==> config.mk <==
export PLATFORM = sky130hd
export DESIGN_NAME = imem_boot_loader_flat
export DESIGN_NICKNAME = d
export VERILOG_FILES = /design/src/rtl/imem_boot_loader_if.sv /design/src/rtl/imem_boot_loader.sv /design/src/flat_wrapper.sv
export SDC_FILE = /design/constraint.sdc
export NUM_CORES = 1
export LEC_CHECK = 0
export BUFFER_PORTS_ARGS = -buffer_cell sky130_fd_sc_hd__clkbuf_2
export CAP_MARGIN = 25
export CELL_PAD_IN_SITES_DETAIL_PLACEMENT = 1
export CELL_PAD_IN_SITES_GLOBAL_PLACEMENT = 1
export CORE_MARGIN = 4
export CORE_UTILIZATION = 38
export CTS_CLUSTER_SIZE = 30
export DETAILED_ROUTE_END_ITERATION = 7
export GPL_TIMING_DRIVEN = 0
export PLACE_DENSITY_LB_ADDON = 0.1
export SLEW_MARGIN = 20
export SYNTH_ARGS = -nofsm -noshare
export SYNTH_HDL_FRONTEND = slang
export SYNTH_SLANG_ARGS = --single-unit
==> constraint.sdc <==
create_clock -name clk -period 2.5 [get_ports clk]
set_clock_uncertainty 0.1 [all_clocks]
set_input_delay 0.375 -clock clk [delete_from_list [all_inputs] [get_ports clk]]
set_output_delay 0.375 -clock clk [all_outputs]
set_load 0.01 [all_outputs]
==> src/rtl/imem_boot_loader_if.sv <==
// Byte-stream / IMEM-write bundle for the boot loader.
//   rx_data    : program byte from the source
//   rx_valid   : rx_data valid, held by the source until accepted
//   rx_ready   : loader accepts a byte this cycle
//   imem_we    : IMEM write strobe, one cycle per word
//   imem_waddr : word-aligned byte address of the write
//   imem_wdata : assembled little-endian instruction word
// Modport slave is the loader's view, master is the byte source / IMEM side.
interface imem_boot_loader_if;
    logic [7:0]  rx_data;
    logic        rx_valid;
    logic        rx_ready;
    logic        imem_we;
    logic [31:0] imem_waddr;
    logic [31:0] imem_wdata;

    modport slave (
        input  rx_data,
        input  rx_valid,
        output rx_ready,
        output imem_we,
        output imem_waddr,
        output imem_wdata
    );

    modport master (
        output rx_data,
        output rx_valid,
        input  rx_ready,
        input  imem_we,
        input  imem_waddr,
        input  imem_wdata
    );
endinterface

==> src/rtl/imem_boot_loader.sv <==
// Boot loader: packs a byte stream (LSB first) into 32-bit words, writes them
// to IMEM from address 0 upward and keeps the RV32I core in reset until the
// whole program is in place.
//   clk        : system clock, rising edge
//   reset      : synchronous active-high reset
//   start      : request a (re)load; honoured in IDLE, DONE and ERR only
//   word_count : number of words to load, latched on an accepted start
//   bus        : byte stream in, IMEM write port out (imem_boot_loader_if)
//   core_reset : core held in reset unless a load has completed
//   busy       : receiving or writing
//   done       : load complete
//   err        : requested count exceeded DEPTH
module imem_boot_loader #(
    parameter int DEPTH = 32
) (
    input  logic                    clk,
    input  logic                    reset,
    input  logic                    start,
    input  logic [$clog2(DEPTH):0]  word_count,
    imem_boot_loader_if.slave       bus,
    output logic                    core_reset,
    output logic                    busy,
    output logic                    done,
    output logic                    err
);

    localparam int AW = $clog2(DEPTH);
    localparam int CW = AW + 1;

    typedef enum logic [2:0] {
        ST_IDLE  = 3'd0,
        ST_RECV  = 3'd1,
        ST_WRITE = 3'd2,
        ST_DONE  = 3'd3,
        ST_ERR   = 3'd4
    } state_t;

    state_t        state;
    state_t        state_nxt;
    logic [CW-1:0] cnt;
    logic [CW-1:0] word_idx;
    logic [1:0]    byte_cnt;
    logic [23:0]   byte_buf;
    logic          accept;

    // Decision taken on an accepted start, identical from IDLE, DONE and ERR.
    function automatic state_t start_target(input logic [CW-1:0] wc);
        state_t tgt;
        if (wc == {CW{1'b0}}) begin
            tgt = ST_DONE;
        end else if (wc > CW'(DEPTH)) begin
            tgt = ST_ERR;
        end else begin
            tgt = ST_RECV;
        end
        return tgt;
    endfunction

    // rx_ready is registered and only high in RECV, so this is the RECV handshake.
    assign accept = bus.rx_valid && bus.rx_ready;

    // Next-state decision.
    always_comb begin
        state_nxt = state;
        case (state)
            ST_IDLE, ST_DONE, ST_ERR: begin
                if (start) begin
                    state_nxt = start_target(word_count);
                end else begin
                    state_nxt = state;
                end
            end
            ST_RECV: begin
                if (accept && (byte_cnt == 2'd3)) begin
                    state_nxt = ST_WRITE;
                end else begin
                    state_nxt = ST_RECV;
                end
            end
            ST_WRITE: begin
                // word_idx never exceeds DEPTH-1, so the +1 cannot overflow CW bits
                if ((word_idx + {{(CW-1){1'b0}}, 1'b1}) == cnt) begin
                    state_nxt = ST_DONE;
                end else begin
                    state_nxt = ST_RECV;
                end
            end
            default: begin
                state_nxt = ST_IDLE;
            end
        endcase
    end

    // State, datapath and registered outputs; outputs follow the state being entered.
    always_ff @(posedge clk) begin
        if (reset) begin
            state          <= ST_IDLE;
            cnt            <= {CW{1'b0}};
            word_idx       <= {CW{1'b0}};
            byte_cnt       <= 2'd0;
            byte_buf       <= 24'd0;
            bus.rx_ready   <= 1'b0;
            bus.imem_we    <= 1'b0;
            bus.imem_waddr <= 32'd0;
            bus.imem_wdata <= 32'd0;
            core_reset     <= 1'b1;
            busy           <= 1'b0;
            done           <= 1'b0;
            err            <= 1'b0;
        end else begin
            state          <= state_nxt;
            bus.rx_ready   <= (state_nxt == ST_RECV);
            bus.imem_we    <= (state_nxt == ST_WRITE);
            busy           <= (state_nxt == ST_RECV) || (state_nxt == ST_WRITE);
            done           <= (state_nxt == ST_DONE);
            err            <= (state_nxt == ST_ERR);
            core_reset     <= (state_nxt != ST_DONE);

            // New load: latch the count and restart both counters.
            if ((state_nxt == ST_RECV) &&
                ((state == ST_IDLE) || (state == ST_DONE) || (state == ST_ERR))) begin
                cnt      <= word_count;
                word_idx <= {CW{1'b0}};
                byte_cnt <= 2'd0;
            end

            if ((state == ST_RECV) && accept) begin
                byte_cnt <= byte_cnt + 2'd1;
                case (byte_cnt)
                    2'd0: byte_buf[7:0]   <= bus.rx_data;
                    2'd1: byte_buf[15:8]  <= bus.rx_data;
                    2'd2: byte_buf[23:16] <= bus.rx_data;
                    2'd3: begin
                        // Word and address are loaded together for the WRITE cycle.
                        bus.imem_wdata <= {bus.rx_data, byte_buf};
                        bus.imem_waddr <= {{(30-AW){1'b0}}, word_idx[AW-1:0], 2'b00};
                    end
                    default: byte_buf <= byte_buf;
                endcase
            end

            if (state == ST_WRITE) begin
                word_idx <= word_idx + {{(CW-1){1'b0}}, 1'b1};
            end
        end
    end

endmodule
==> src/flat_wrapper.sv <==
// flat-port wrapper written by rule: the top's interface ports become plain ports
module imem_boot_loader_flat 
#(
    parameter int DEPTH = 32
)
  (clk, reset, start, word_count, core_reset, busy, done, err, bus_rx_data, bus_rx_valid, bus_rx_ready, bus_imem_we, bus_imem_waddr, bus_imem_wdata);
  imem_boot_loader_if bus_i ();
  input  logic clk;
  input  logic reset;
  input  logic start;
  input  logic [$clog2(DEPTH):0] word_count;
  output logic core_reset;
  output logic busy;
  output logic done;
  output logic err;
  input wire logic [$bits(bus_i.rx_data)-1:0] bus_rx_data;
  input wire logic [$bits(bus_i.rx_valid)-1:0] bus_rx_valid;
  output wire logic [$bits(bus_i.rx_ready)-1:0] bus_rx_ready;
  output wire logic [$bits(bus_i.imem_we)-1:0] bus_imem_we;
  output wire logic [$bits(bus_i.imem_waddr)-1:0] bus_imem_waddr;
  output wire logic [$bits(bus_i.imem_wdata)-1:0] bus_imem_wdata;
  assign bus_i.rx_data = bus_rx_data;
  assign bus_i.rx_valid = bus_rx_valid;
  assign bus_rx_ready = bus_i.rx_ready;
  assign bus_imem_we = bus_i.imem_we;
  assign bus_imem_waddr = bus_i.imem_waddr;
  assign bus_imem_wdata = bus_i.imem_wdata;
  imem_boot_loader #(.DEPTH(DEPTH)) u_core (.clk(clk), .reset(reset), .start(start), .word_count(word_count), .bus(bus_i), .core_reset(core_reset), .busy(busy), .done(done), .err(err));
endmodule
# ---- Word level (Yosys, flattened, before mapping)
# Cells that the tools add are included.
dict set report totals {
  input_bits 18
  output_inout_bits 70
  register_bits 84
  elab_cells 58
}
dict set report classes {
  eq_ne 13
  order_cmp 1
  muxes 10
  addsub 2
  reduce_logical 17
}
# op n
set ops {}
lappend ops {{$eq 3x2->1 const B} 4}
lappend ops {{$mux 6} 2}
lappend ops {{$mux 3} 3}
lappend ops {{$pmux 3 s3} 1}
lappend ops {{$mux 2} 4}
lappend ops {{$reduce_and 2->1} 4}
lappend ops {{$add 6x1->6 const B} 1}
lappend ops {{$eq 3x1->1 const B} 2}
lappend ops {{$eq 3x3->1 const B} 2}
lappend ops {{$eq 6x6->1} 1}
lappend ops {{$gt 6x6->1 const B} 1}
lappend ops {{$logic_not 6->1} 1}
lappend ops {{$eq 2x2->1 const B} 2}
lappend ops {{$logic_and 1x1->1} 4}
lappend ops {{$reduce_bool 2->1} 2}
lappend ops {{$logic_not 3->1} 1}
lappend ops {{$logic_or 1x1->1} 3}
lappend ops {{$ne 3x2->1 const B} 1}
lappend ops {{$reduce_or 3->1} 1}
lappend ops {{$add 2x1->2 const B} 1}
lappend ops {{$eq 2x1->1 const B} 1}
lappend ops {{$logic_not 2->1} 1}

# ---- Longest topological paths before layout
dict set report logic_depth {
  depth_word 9
  mapped_depth 6
  depth_no_buf 6
}

# ---- Worst setup path after synthesis
# Ideal clock, no wire load.
dict set report synth_timing {
  path_kind {input to register}
  startpoint {in word_count[1]}
  endpoint {reg u_core.core_reset}
  path_stages 5
  slack_ns 0.499
  required_ns 2.280
  path_buffers 0
  t_arrival_ns 1.781
  setup_ns 0.120
  path_cell_list {or4_4 > or2_1 > o311ai_2 > a21oi_2 > or2_1}
}
dict set report synth_between {
  elab_chain_len 6
  word_cells_on_any_way 7
  classes_between {order compare (1); eq/ne (1); mux (4); reduce/logical (1)}
}
# item line
set synth_lines {}
lappend synth_lines {{from (decl)} flat_wrapper.sv:11} ;# input logic [$clog2(DEPTH):0] word_count;
lappend synth_lines {{$gt 6x6->1} imem_boot_loader.sv:51} ;# end else if (wc > CW'(DEPTH)) begin
lappend synth_lines {{$mux 3} imem_boot_loader.sv:51}
lappend synth_lines {{$mux 3 (*)} imem_boot_loader.sv:49} ;# if (wc == {CW{1'b0}}) begin
lappend synth_lines {{$mux 3 (*)} imem_boot_loader.sv:67} ;# if (start) begin
lappend synth_lines {{$pmux 3 s3 (*)} imem_boot_loader.sv:65} ;# case (state)
lappend synth_lines {{$ne 3x2->1 (*)} imem_boot_loader.sv:117} ;# core_reset <= (state_nxt != ST_DONE);
lappend synth_lines {{to (signal assigned)} imem_boot_loader.sv:117}
lappend synth_lines {{to (decl)} imem_boot_loader.sv:21} ;# output logic core_reset,
# Mark *: on every way between the ends. The rest lies on a longest branch, timed or not.
# A chain may end at the register's enable or synchronous reset.

# ---- Worst setup path in the final report
dict set report layout_timing {
  startpoint {reg u_core.state[1]}
  endpoint {reg u_core.core_reset}
}
dict set report layout_between {
  elab_chain_len 4
  word_cells_on_any_way 9
  classes_between {eq/ne (5); mux (2); reduce/logical (2)}
}
# item line
set layout_lines {}
lappend layout_lines {{from (decl)} imem_boot_loader.sv:38} ;# state_t state;
lappend layout_lines {{from (signal assigned)} imem_boot_loader.sv:111} ;# state <= state_nxt;
lappend layout_lines {{$eq 3x3->1 (tied with other cells)} imem_boot_loader.sv:65}
lappend layout_lines {{$reduce_or 3->1} imem_boot_loader.sv:65}
lappend layout_lines {{$pmux 3 s3 (*)} imem_boot_loader.sv:65}
lappend layout_lines {{$ne 3x2->1 (*)} imem_boot_loader.sv:117}
# Marks and branches as above.

==> impl_results.md <==
* Relative slew margins at 47.4%
* Slowest library cell on the worst path: sky130_fd_sc_hd__nor3b_1
* Remaining Overflow, GRT at 0
* Longest Clk Path Bufs at 2
* Synth area leader: sky130_fd_sc_hd__dfxtp_1
* Leading cell type in the layout, fill and taps excluded: sky130_fd_sc_hd__nand2_1
* Aggregate negative setup slack at 0 ps
* Antenna violations before repair at 0
* Period utilization at 90.6%
* Initial Util at 39.6%
* Cell area after synthesis at 0.00350 mm²
* Cell depth of the worst min-delay path at 3
* Die extent in x at 104 µm
* Period minus WS final at 2270 ps
* Power consumption at 2410 µW
* Post-CTS setup repair buffer count at 0
* Gate family responsible for the most delay along the worst path: simple AND/OR/NAND/NOR gates
* Syn avg cell area at 8.09 µm²
* CP arrival at 2410 ps
* TritonCTS clock tree: built
* Yosys warns at 0
* Clock Sinks at 84
* Total count of max-transition violations in the final report at 0
* Cell Count Post-Placement at 626
* Largest vdd supply drop at 0.000212 V
* List of cells traversed by the critical path: nor3b_1 -> nand3_1 -> a211oi_1 -> a21oi_2 -> or2_1
* Library cell used as clock root buffer: sky130_fd_sc_hd__clkbuf_8
* Highest-count cells in the layout ignoring fill and taps: sky130_fd_sc_hd__nand2_1, sky130_fd_sc_hd__dfxtp_1, sky130_fd_sc_hd__a21oi_1
* Largest net degree at the start of global routing at 16
* Final number of hold-violating endpoints at 0
* Slew at the pin closest to its max-slew limit at 787 ps
* Mapped Cells at 433
* Crit path max fanout at 6
* Register clock-pin slew on the reported worst setup and hold paths at 90 ps
* Antenna-violating nets left at 0
* Top cell type's share of synthesized area at 48.0%
* 1st-pass router iterations at 4
* Number of nets at the end of the flow at 552
* Count of buffer and inverter cells on the critical path at 0
* Number of unique standard cell types used by synthesis at 43
* Sequential cell area fraction in the yosys report at 48.0%
* Category of the most critical setup path: flip-flop to flip-flop
* CP Data Required Time at 2650 ps
* Diode count at 0
* Kind of start point of the critical path: flip-flop
* Last weighted congestion value of the routability-driven placer at 0.803
* Post-CTS sizing at 0
* Worst Hold Class: primary input to flip-flop
* Overall die height at 104 µm
* PD cells at 573 mW/mm²
* Routed length per placed instance at 14.1 µm
* Count of filler cells inserted in the layout at 1136
* Number of hold buffers added after cts at 0
* Largest cells by area after synthesis: sky130_fd_sc_hd__dfxtp_1, sky130_fd_sc_hd__nand2_1, sky130_fd_sc_hd__a21oi_1
* Max-cap violation count at 0
* Leakage power total at 0.00169 µW
* Number of design rule violations left after detail routing at 0
* WP depth at 5
* Overall routed net length at 9.03 mm
* Largest stage delay, worst path at 680 ps
* Synth-to-Final Area Change at 20.1%
* Post-route non-filler standard cell count at 642
* GR Util All Layers at 17.3%
* Top-level port count at 88
* Area of the core region at 0.00885 mm²
* Total vias in the final route at 3080
* Mean number of vias per cell at 4.80
* Layout cells sized above 1 at 21.2%
* Worst-skew pair later-pin latency at 350 ps
* IO buf count at 59
* Number of buffers created by CTS at 9
* Reg2reg setup slack at 230 ps
* Site Rows at 34
* Unrepaired setup endpoints after global routing: false
* CP endpoint kind: flip-flop
* DRC marker count from the first detailed-route iteration at 86
* Setup violations, final at 0
* Run status: completed
* Via count of the first global-routing pass at 3150
* Full die area at 0.0108 mm²
* R2R cell count at 5
* Register bit count reported by yosys at 84
* Half-perimeter wire length of the detailed placement result at 6.89 mm
* Global-route wire length before repair at 15.4 mm
* Share of the core filled with cells in the final layout at 47.6%
* Number of H-tree levels at 3
* Highest achievable clock rate at 0.441 GHz
[cells in the mapped netlist (all sizes together)]
master / count
mux2: 1
o311ai: 1
o21bai: 1
a311oi: 2
and2: 1
or3: 4
and3: 4
or2: 3
and3b: 1
o21ai: 5
o211a: 2
nand2: 129
a21oi: 71
or4: 1
o31a: 1
o32ai: 1
nand2b: 5
and4b: 1
xor2: 3
ha: 5
o31ai: 1
mux2i: 7
buf: 35
conb: 1
nand4: 1
a2bb2oi: 1
xnor2: 3
inv: 6
clkbuf: 16
dfxtp: 84
nand3: 6
nor3b: 1
a211oi: 3
nor3: 6
nor2: 19
o21a: 1
[stage by stage]
step                hold slack, ps  setup slack [ps]  area (µm²)
CTS                            173               240        4210
global route                   181              47.4        4210
detailed placement             347               243        4030
finish                         186               234        4210
floorplan                      332               499        3600
global placement               342               269        4030
[worst min-delay path, cell delays in order]
cell                       delay (ps)
sky130_fd_sc_hd__clkbuf_2          90
sky130_fd_sc_hd__mux2i_1           60
sky130_fd_sc_hd__nor2_1            70
[worst paths after layout]
path                                     startpoint                        end
worst max-delay path                u_core.state[1]          u_core.core_reset
worst min-delay path                  word_count[4]              u_core.cnt[4]
worst max register to register      u_core.state[1]          u_core.core_reset
worst min register to register  u_core.byte_buf[23]  u_core.bus.imem_wdata[23]
[power by group]
part           total, µW  internal (µW)  switching, µW  leakage (µW)
registers           1360           1350           10.8      0.000678
clock network        880            368            512     0.0000755
logic                172           68.8            104      0.000939
[final cells by class]
class                   instances  area (µm²)  area share, %
multi-input cells             318        1600           38.1
plain buffers                  51         297           7.05
clock inverters                 6        47.5           1.13
well taps                     108         135           3.21
clock buffers                  10         128           3.03
repair buffers                 59         295           7.02
flip-flops and latches         84        1680           40.0
inverters                       6        22.5          0.535
[cells by family after synthesis]
| group | share of synthesized area (%) |
|---|---|
| buffers and inverters | 9.10 |
| xor gates and xnor gates | 1.50 |
| adders and majority gates | 1.79 |
| AOI/OAI and AO/OA | 14.9 |
| muxes | 2.32 |
| other | 0.107 |
| DFF | 48.0 |
| and+or+nand+nor | 22.3 |
[registers in the layout, summed over array words and instances (netlist names)]
register,cells
u_core.bus.imem_wdata,32
u_core.byte_buf,24
u_core.cnt,6
u_core.word_idx,6
u_core.bus.imem_waddr,5
u_core.state,3
u_core.byte_cnt,2
u_core.bus.imem_we,1
u_core.bus.rx_ready,1
u_core.busy,1
u_core.core_reset,1
u_core.done,1
u_core.err,1
[per-layer routing]
| metal | routed length [µm] | GRT usage (%) |
|---|---|---|
| met4 | 136 | 5.41 |
| met1 | 3900 | 20.2 |
| met5 | 0 | 0 |
| met2 | 4660 | 31.3 |
| met3 | 332 | 3.97 |
Power figures use the tool's default switching activity.
